[src/rtl/alu_seq_pkg.sv]
// Shared types for the sequential ALU: function codes and control FSM states.
// ALU_A, ALU_B and ALU_ADD keep their original encodings.
package alu_seq_pkg;

  localparam int FUNC_W = 3;

  typedef enum logic [FUNC_W-1:0] {
    ALU_A   = 3'd0,
    ALU_B   = 3'd1,
    ALU_ADD = 3'd2,
    ALU_SUB = 3'd3,
    ALU_MUL = 3'd4
  } aluFunc_t;

  typedef enum logic [1:0] {
    IDLE,
    MUL,
    FIX,
    DONE
  } alu_state_t;

endpackage

[src/rtl/alu_seq_shift_add_mul.sv]
// Unsigned magnitude shift-add multiplier: one multiplier bit per clock, LSB first.
// done is high during the edge that retires the last bit.
module shift_add_mul #(
  parameter int N = 8
) (
  input  logic             clk,
  input  logic             reset,
  input  logic             start,
  input  logic [N-1:0]     mcand_in,
  input  logic [N-1:0]     mplier_in,
  output logic [2*N-1:0]   acc,
  output logic             busy,
  output logic             done
);

  localparam int IW = (N > 2) ? $clog2(N) : 1;
  localparam int CW = $clog2(N + 1);

  logic [N-1:0]  mcand;
  logic [N-1:0]  mplier;
  logic [CW-1:0] cnt;

  assign done = busy && (cnt == CW'(N - 1));

  always_ff @(posedge clk or posedge reset) begin
    if (reset) begin
      mcand  <= '0;
      mplier <= '0;
      acc    <= '0;
      cnt    <= '0;
      busy   <= 1'b0;
    end else if (start) begin
      mcand  <= mcand_in;
      mplier <= mplier_in;
      acc    <= '0;
      cnt    <= '0;
      busy   <= 1'b1;
    end else if (busy) begin
      if (mplier[cnt[IW-1:0]])
        acc <= acc + ({{N{1'b0}}, mcand} << cnt);
      cnt <= cnt + CW'(1);
      if (done)
        busy <= 1'b0;
    end
  end

endmodule

[src/rtl/alu_seq.sv]
// Sequential ALU with valid/ready handshakes: single-cycle A/B/ADD/SUB and a
// multi-cycle signed fixed-point multiply built on an unsigned shift-add core.
module alu_seq
  import alu_seq_pkg::*;
#(
  parameter int N    = 8,
  parameter int FRAC = N - 1,
  parameter int SAT  = 1
) (
  input  logic                clk,
  input  logic                reset,
  input  logic                in_valid,
  output logic                in_ready,
  input  logic signed [N-1:0] a,
  input  logic signed [N-1:0] b,
  input  logic [FUNC_W-1:0]   func,
  output logic                out_valid,
  input  logic                out_ready,
  output logic signed [N-1:0] result,
  output logic                overflow
);

  localparam int HW = N - FRAC + 1;

  alu_state_t state, state_n;

  logic                  accept;
  logic                  mul_start;
  logic [N-1:0]          mag_a;
  logic [N-1:0]          mag_b;
  logic                  neg;
  logic [2*N-1:0]        acc;
  logic                  mul_busy;
  logic                  mul_done;
  logic signed [N:0]     sum_ext;
  logic signed [N-1:0]   alu_res;
  logic                  alu_ovf;
  logic signed [2*N-1:0] p;
  logic [HW-1:0]         hi;
  logic signed [N-1:0]   mul_res;
  logic                  mul_ovf;

  function automatic logic signed [N-1:0] sat_clamp(input logic to_neg);
    return to_neg ? {1'b1, {(N-1){1'b0}}} : {1'b0, {(N-1){1'b1}}};
  endfunction

  assign in_ready  = (state == IDLE);
  assign out_valid = (state == DONE);
  assign accept    = in_valid && in_ready;
  assign mul_start = accept && (func == ALU_MUL);
  assign mag_a     = a[N-1] ? -a : a;
  assign mag_b     = b[N-1] ? -b : b;

  shift_add_mul #(.N(N)) u_mul (
    .clk       (clk),
    .reset     (reset),
    .start     (mul_start),
    .mcand_in  (mag_a),
    .mplier_in (mag_b),
    .acc       (acc),
    .busy      (mul_busy),
    .done      (mul_done)
  );

  always_comb begin
    sum_ext = (func == ALU_SUB) ? ({a[N-1], a} - {b[N-1], b})
                                : ({a[N-1], a} + {b[N-1], b});
    alu_res = a;
    alu_ovf = 1'b0;
    case (func)
      ALU_B: alu_res = b;
      ALU_ADD, ALU_SUB: begin
        alu_ovf = sum_ext[N] ^ sum_ext[N-1];
        alu_res = (alu_ovf && SAT != 0) ? sat_clamp(sum_ext[N]) : sum_ext[N-1:0];
      end
      default: ;
    endcase
  end

  // Sign restore and fixed-point slice: the product fits when every bit above
  // the result's sign position matches it.
  always_comb begin
    p       = neg ? -$signed(acc) : $signed(acc);
    hi      = HW'(p >>> (FRAC + N - 1));
    mul_ovf = (|hi) && !(&hi);
    mul_res = mul_ovf && SAT != 0 ? sat_clamp(p[2*N-1]) : N'(p >>> FRAC);
  end

  always_ff @(posedge clk or posedge reset) begin
    if (reset)
      state <= IDLE;
    else
      state <= state_n;
  end

  always_comb begin
    state_n = state;
    case (state)
      IDLE: if (in_valid) state_n = (func == ALU_MUL) ? MUL : DONE;
      MUL:  if (mul_done || !mul_busy) state_n = FIX;
      FIX:  state_n = DONE;
      DONE: if (out_ready) state_n = IDLE;
      default: state_n = IDLE;
    endcase
  end

  always_ff @(posedge clk or posedge reset) begin
    if (reset) begin
      result   <= '0;
      overflow <= 1'b0;
      neg      <= 1'b0;
    end else begin
      if (accept && func != ALU_MUL) begin
        result   <= alu_res;
        overflow <= alu_ovf;
      end
      if (mul_start)
        neg <= a[N-1] ^ b[N-1];
      if (state == FIX) begin
        result   <= mul_res;
        overflow <= mul_ovf;
      end
    end
  end

endmodule

[config.mk]
export PLATFORM = sky130hd
export DESIGN_NAME = alu_seq
export DESIGN_NICKNAME = d
export VERILOG_FILES = /design/src/rtl/alu_seq_pkg.sv /design/src/rtl/alu_seq_shift_add_mul.sv /design/src/rtl/alu_seq.sv
export SDC_FILE = /design/constraint.sdc
export NUM_CORES = 1
export LEC_CHECK = 0
export BUFFER_PORTS_ARGS = -buffer_cell sky130_fd_sc_hd__buf_4
export CAP_MARGIN = 40
export CORE_MARGIN = 1
export CORE_UTILIZATION = 35
export CTS_CLUSTER_SIZE = 16
export DETAILED_ROUTE_END_ITERATION = 6
export PLACE_DENSITY = 0.56
export SETUP_SLACK_MARGIN = 0.3
export SLEW_MARGIN = 20
export SYNTH_ARGS = -nofsm -noshare
export SYNTH_HDL_FRONTEND = slang
export SYNTH_SLANG_ARGS = --single-unit
[constraint.sdc]
create_clock -name clk -period 3.8 [get_ports clk]
set_input_delay 0.76 -clock clk [delete_from_list [all_inputs] [get_ports clk]]
set_output_delay 0.76 -clock clk [all_outputs]
set_load 0.03 [all_outputs]
==> impl_metrics.tcl <==
set metrics [dict create \
    run_status "completed" \
    gp_congestion 0.905 \
    netsw_mw 2.03 \
    routed_via_density 5.47 \
    drc 0 \
    vdd.ir_drop.worst_uv 318 \
    cts-root-buf "clkbuf_16" \
    dieWidth_um 116 \
    insertedDiodeCount 0 \
    yosysWarnings 0 \
    crit_path_end_kind "flip-flop" \
    latest_clock_arrival_within_the_worst_skew_pair_ns 0.31 \
    detailroute.via_count 4322 \
    internal-power_mw 2.17 \
    area_growth_syn_to_layout_pct 19.6 \
    clockPowerShare 0.114 \
    timing.critical_path.max_delay_family "simple AND/OR/NAND/NOR gates" \
    cp_cell_sequence "buf_4 -> inv_2 -> ha_4 -> or4b_4 -> or2_4 -> nand2_4 -> xor2_2 -> ha_1 -> o21ai_2 -> nor2_2 -> a2bb2oi_2 -> xnor2_2 -> xor2_1 -> or3_1 -> a22oi_2" \
    synth_seq_cells 49 \
    hold-worst-slack_ns 0.487 \
    mappedNetlistNets 637 \
    drt_first_pass_iters 4 \
    synthesized_instance_count 581 \
    post_layout_minimum_cycle_time_ns 3.41 \
    min-delay-path-class "in2async" \
    core_area_um2 12600 \
    clkTransAtPathRegs_ns 0.07 \
    required_ns 4.03 \
    path_buf_inv 2 \
    ant_nets 0 \
    synthArstFlopShare 1.00 \
    globalRouteTotalUtil 0.204 \
    finalSetupViolCount 0 \
    start_util 0.360 \
    finalCritPeriodShare 0.897 \
    die_h_um 116 \
    worst_path_max_delay_cell "or4b_4" \
    timing.critical_path.from "b[0]" \
    hold_viol 0 \
    setup.worst_path.start_class "primary input" \
    yosysSeqAreaShare 0.270 \
    ios 34 \
    power_leakage_nw 2.38 \
    max-clock-path-buffers 2 \
    grt_overflow 0 \
    detailed_place_hpwl_um 9660 \
    synth.largest_area_cell "dfrtp_1" \
    grt_pass1_wl_um 21200 \
    drt-total-wl_um 12800 \
    worst-slew-pin-transition_ns 0.691 \
    worst-path-max-fanout 4 \
    critPathKind "in2reg" \
    routed_wire_length_per_instance_um 16.1 \
    fraction_of_layout_cells_with_a_size_suffix_above_1 0.188 \
    synth.cell_area_um2 4550 \
    worst_clock_skew_ns 0.00756 \
    power.sequential.fraction 0.254 \
    clkSinkCount 49 \
    worst_slew_margin_rel 0.535 \
    drv_slew 0 \
    tritoncts "built" \
    place.port_buffers 33 \
    cts_buffers 5 \
    most_common_flop_cell_mapped_by_yosys "dfrtp_1" \
    cts-htree-levels 2 \
    rsz0062_at_grt "true" \
    slowest_delay_ns 0.45 \
    power_switching_share 0.484 \
    antenna_violations_before_repair 0 \
    grt_start_max_net_pins 37 \
    timing.fmax_ghz 0.293 \
    post-synth-top-area-fraction 0.270 \
    power_per_unit_of_standard_cell_area_nw_per_um2 771 \
    number_of_synthesized_flops_with_an_enable_pin 0 \
    worstPathArrival_ns 3.64 \
    max_cap_viol_count 0 \
    number_of_global_route_vias_before_repair 4238 \
    design.final.nets 673 \
    synth_cell_types 55 \
    synth_area_per_cell_um2 7.83 \
    timing.rr.start "u_mul.cnt[1]" \
    power.combinational.fraction 0.632 \
    num_rows 41 \
    drt_iter0_markers 235 \
    total_die_area_um2 13500 \
    finalPower_mw 4.20 \
    synth.area.top_cells "dfrtp_1 27%, ha_1 8.5%, nand2_1 6.6%" \
]
[what timing repair did]
action,CTS,global route
hold buffers,0,0
gates resized for setup,7,34
setup endpoints to repair,6,11
pin swaps,0,12
buffers inserted,0,4
[metrics by stage]
stage	util	cells	worst slack (ns)	area [µm²]	TNS [ns]
after CTS	0.417	786	0.285	5270	0
final	0.431	790	0.391	5440	0
after global routing	0.431	790	0.248	5440	0
after detailed placement	0.403	778	-0.147	5080	-0.507
after floorplan	-	581	0.311	4550	0
after global placement	0.401	777	0.0226	5060	0
[cell families (layout without fill, tap and decap cells)]
logic type,count (synthesis),after routing,synth area share
XOR/XNOR,37,37,0.0713
buffers and inverters,50,87,0.0413
AO/OA/AOI/OAI,166,166,0.231
multiplexers,27,27,0.0668
AND/OR/NAND/NOR,218,218,0.223
adder cells (fa/ha/maj),34,34,0.0966
flip-flops,49,49,0.270
[worst paths after layout]
path	to	slack (ns)	cells past startpoint
max	overflow	0.39	15
min	u_mul.acc[4]	0.49	2
max reg2reg	u_mul.acc[15]	0.46	13
min reg2reg	u_mul.mplier[3]	0.49	2
max in group asynchronous	result[0]	2.78	3
min in group clk	u_mul.mplier[3]	0.49	2
[cell usage in the layout (no fill, tap or decap), types with 3 or more instances in the layout]
master / Yosys / final
a211o_1: 4 / 4
a211oi_1: 9 / 8
a21o_1: 6 / 6
a21oi_1: 41 / 41
a221oi_1: 4 / 4
a31oi_1: 7 / 7
buf_4: 0 / 58
clkbuf_16: 0 / 5
dfrtp_1: 49 / 47
ha_1: 31 / 29
inv_1: 18 / 15
inv_2: 0 / 3
mux2_2: 7 / 7
mux2i_1: 18 / 18
nand2_1: 80 / 78
nand2b_1: 12 / 12
nand3_1: 8 / 8
nand4_1: 4 / 4
nor2_1: 55 / 53
nor2b_1: 19 / 19
nor3_1: 14 / 11
nor3_2: 1 / 4
o211ai_1: 3 / 3
o21a_1: 6 / 6
o21ai_0: 45 / 42
o21bai_1: 3 / 3
o22ai_1: 8 / 8
o31ai_1: 8 / 8
or2_2: 5 / 4
or3_1: 9 / 7
xnor2_1: 20 / 18
xor2_1: 17 / 16
[sequential cells by signal, summed over array words and instances (netlist names)]
signal and count:
u_mul.mplier 8, overflow 1, u_mul.cnt 4, state 2
neg 1, u_mul.busy 1, u_mul.mcand 8, result 8
u_mul.acc 16
[cell type report]
class	count	area [µm²]
clock inverter	3	28.8
sequential	49	1230
multi-input combinational	482	3300
timing repair buffer	60	467
fill	1299	7180
clock buffer	5	125
tap	172	215
inverter	19	71.3
[cells in the mapped netlist (6+ instances only)]
| cell | count |
|---|---|
| xnor2_1 | 20 |
| mux2i_1 | 18 |
| a21oi_1 | 41 |
| clkbuf_1 | 28 |
| dfrtp_1 | 49 |
| nor2_1 | 55 |
| mux2_2 | 7 |
| inv_1 | 18 |
| nand3_1 | 8 |
| o22ai_1 | 8 |
| nor3_1 | 14 |
| xor2_1 | 17 |
| o21a_1 | 6 |
| nand2_1 | 80 |
| ha_1 | 31 |
| o31ai_1 | 8 |
| a31oi_1 | 7 |
| nor2b_1 | 19 |
| o21ai_0 | 45 |
| nand2b_1 | 12 |
| a211oi_1 | 9 |
| a21o_1 | 6 |
| or3_1 | 9 |
[per-layer routing]
layer  vias to the layer above  GRT usage  wire length, µm
met5                         -          0                0
met4                         0     0.0949              433
met3                        33     0.0298              525
met2                       102      0.332             5950
met1                      2034      0.266             5840
li1                       2153          -                -
[power groups by stage]
stage                     Combinational [mW]  Sequential, mW  Clock [mW]
after floorplan                         1.93            1.01           0
after global placement                  2.49            1.06           0
after detailed placement                2.54            1.07           0
after CTS                               2.57            1.07       0.497
after global routing                    2.98            1.11       0.510
final                                   2.65            1.07       0.479
Note: power is estimated with default switching activity, not from simulation.
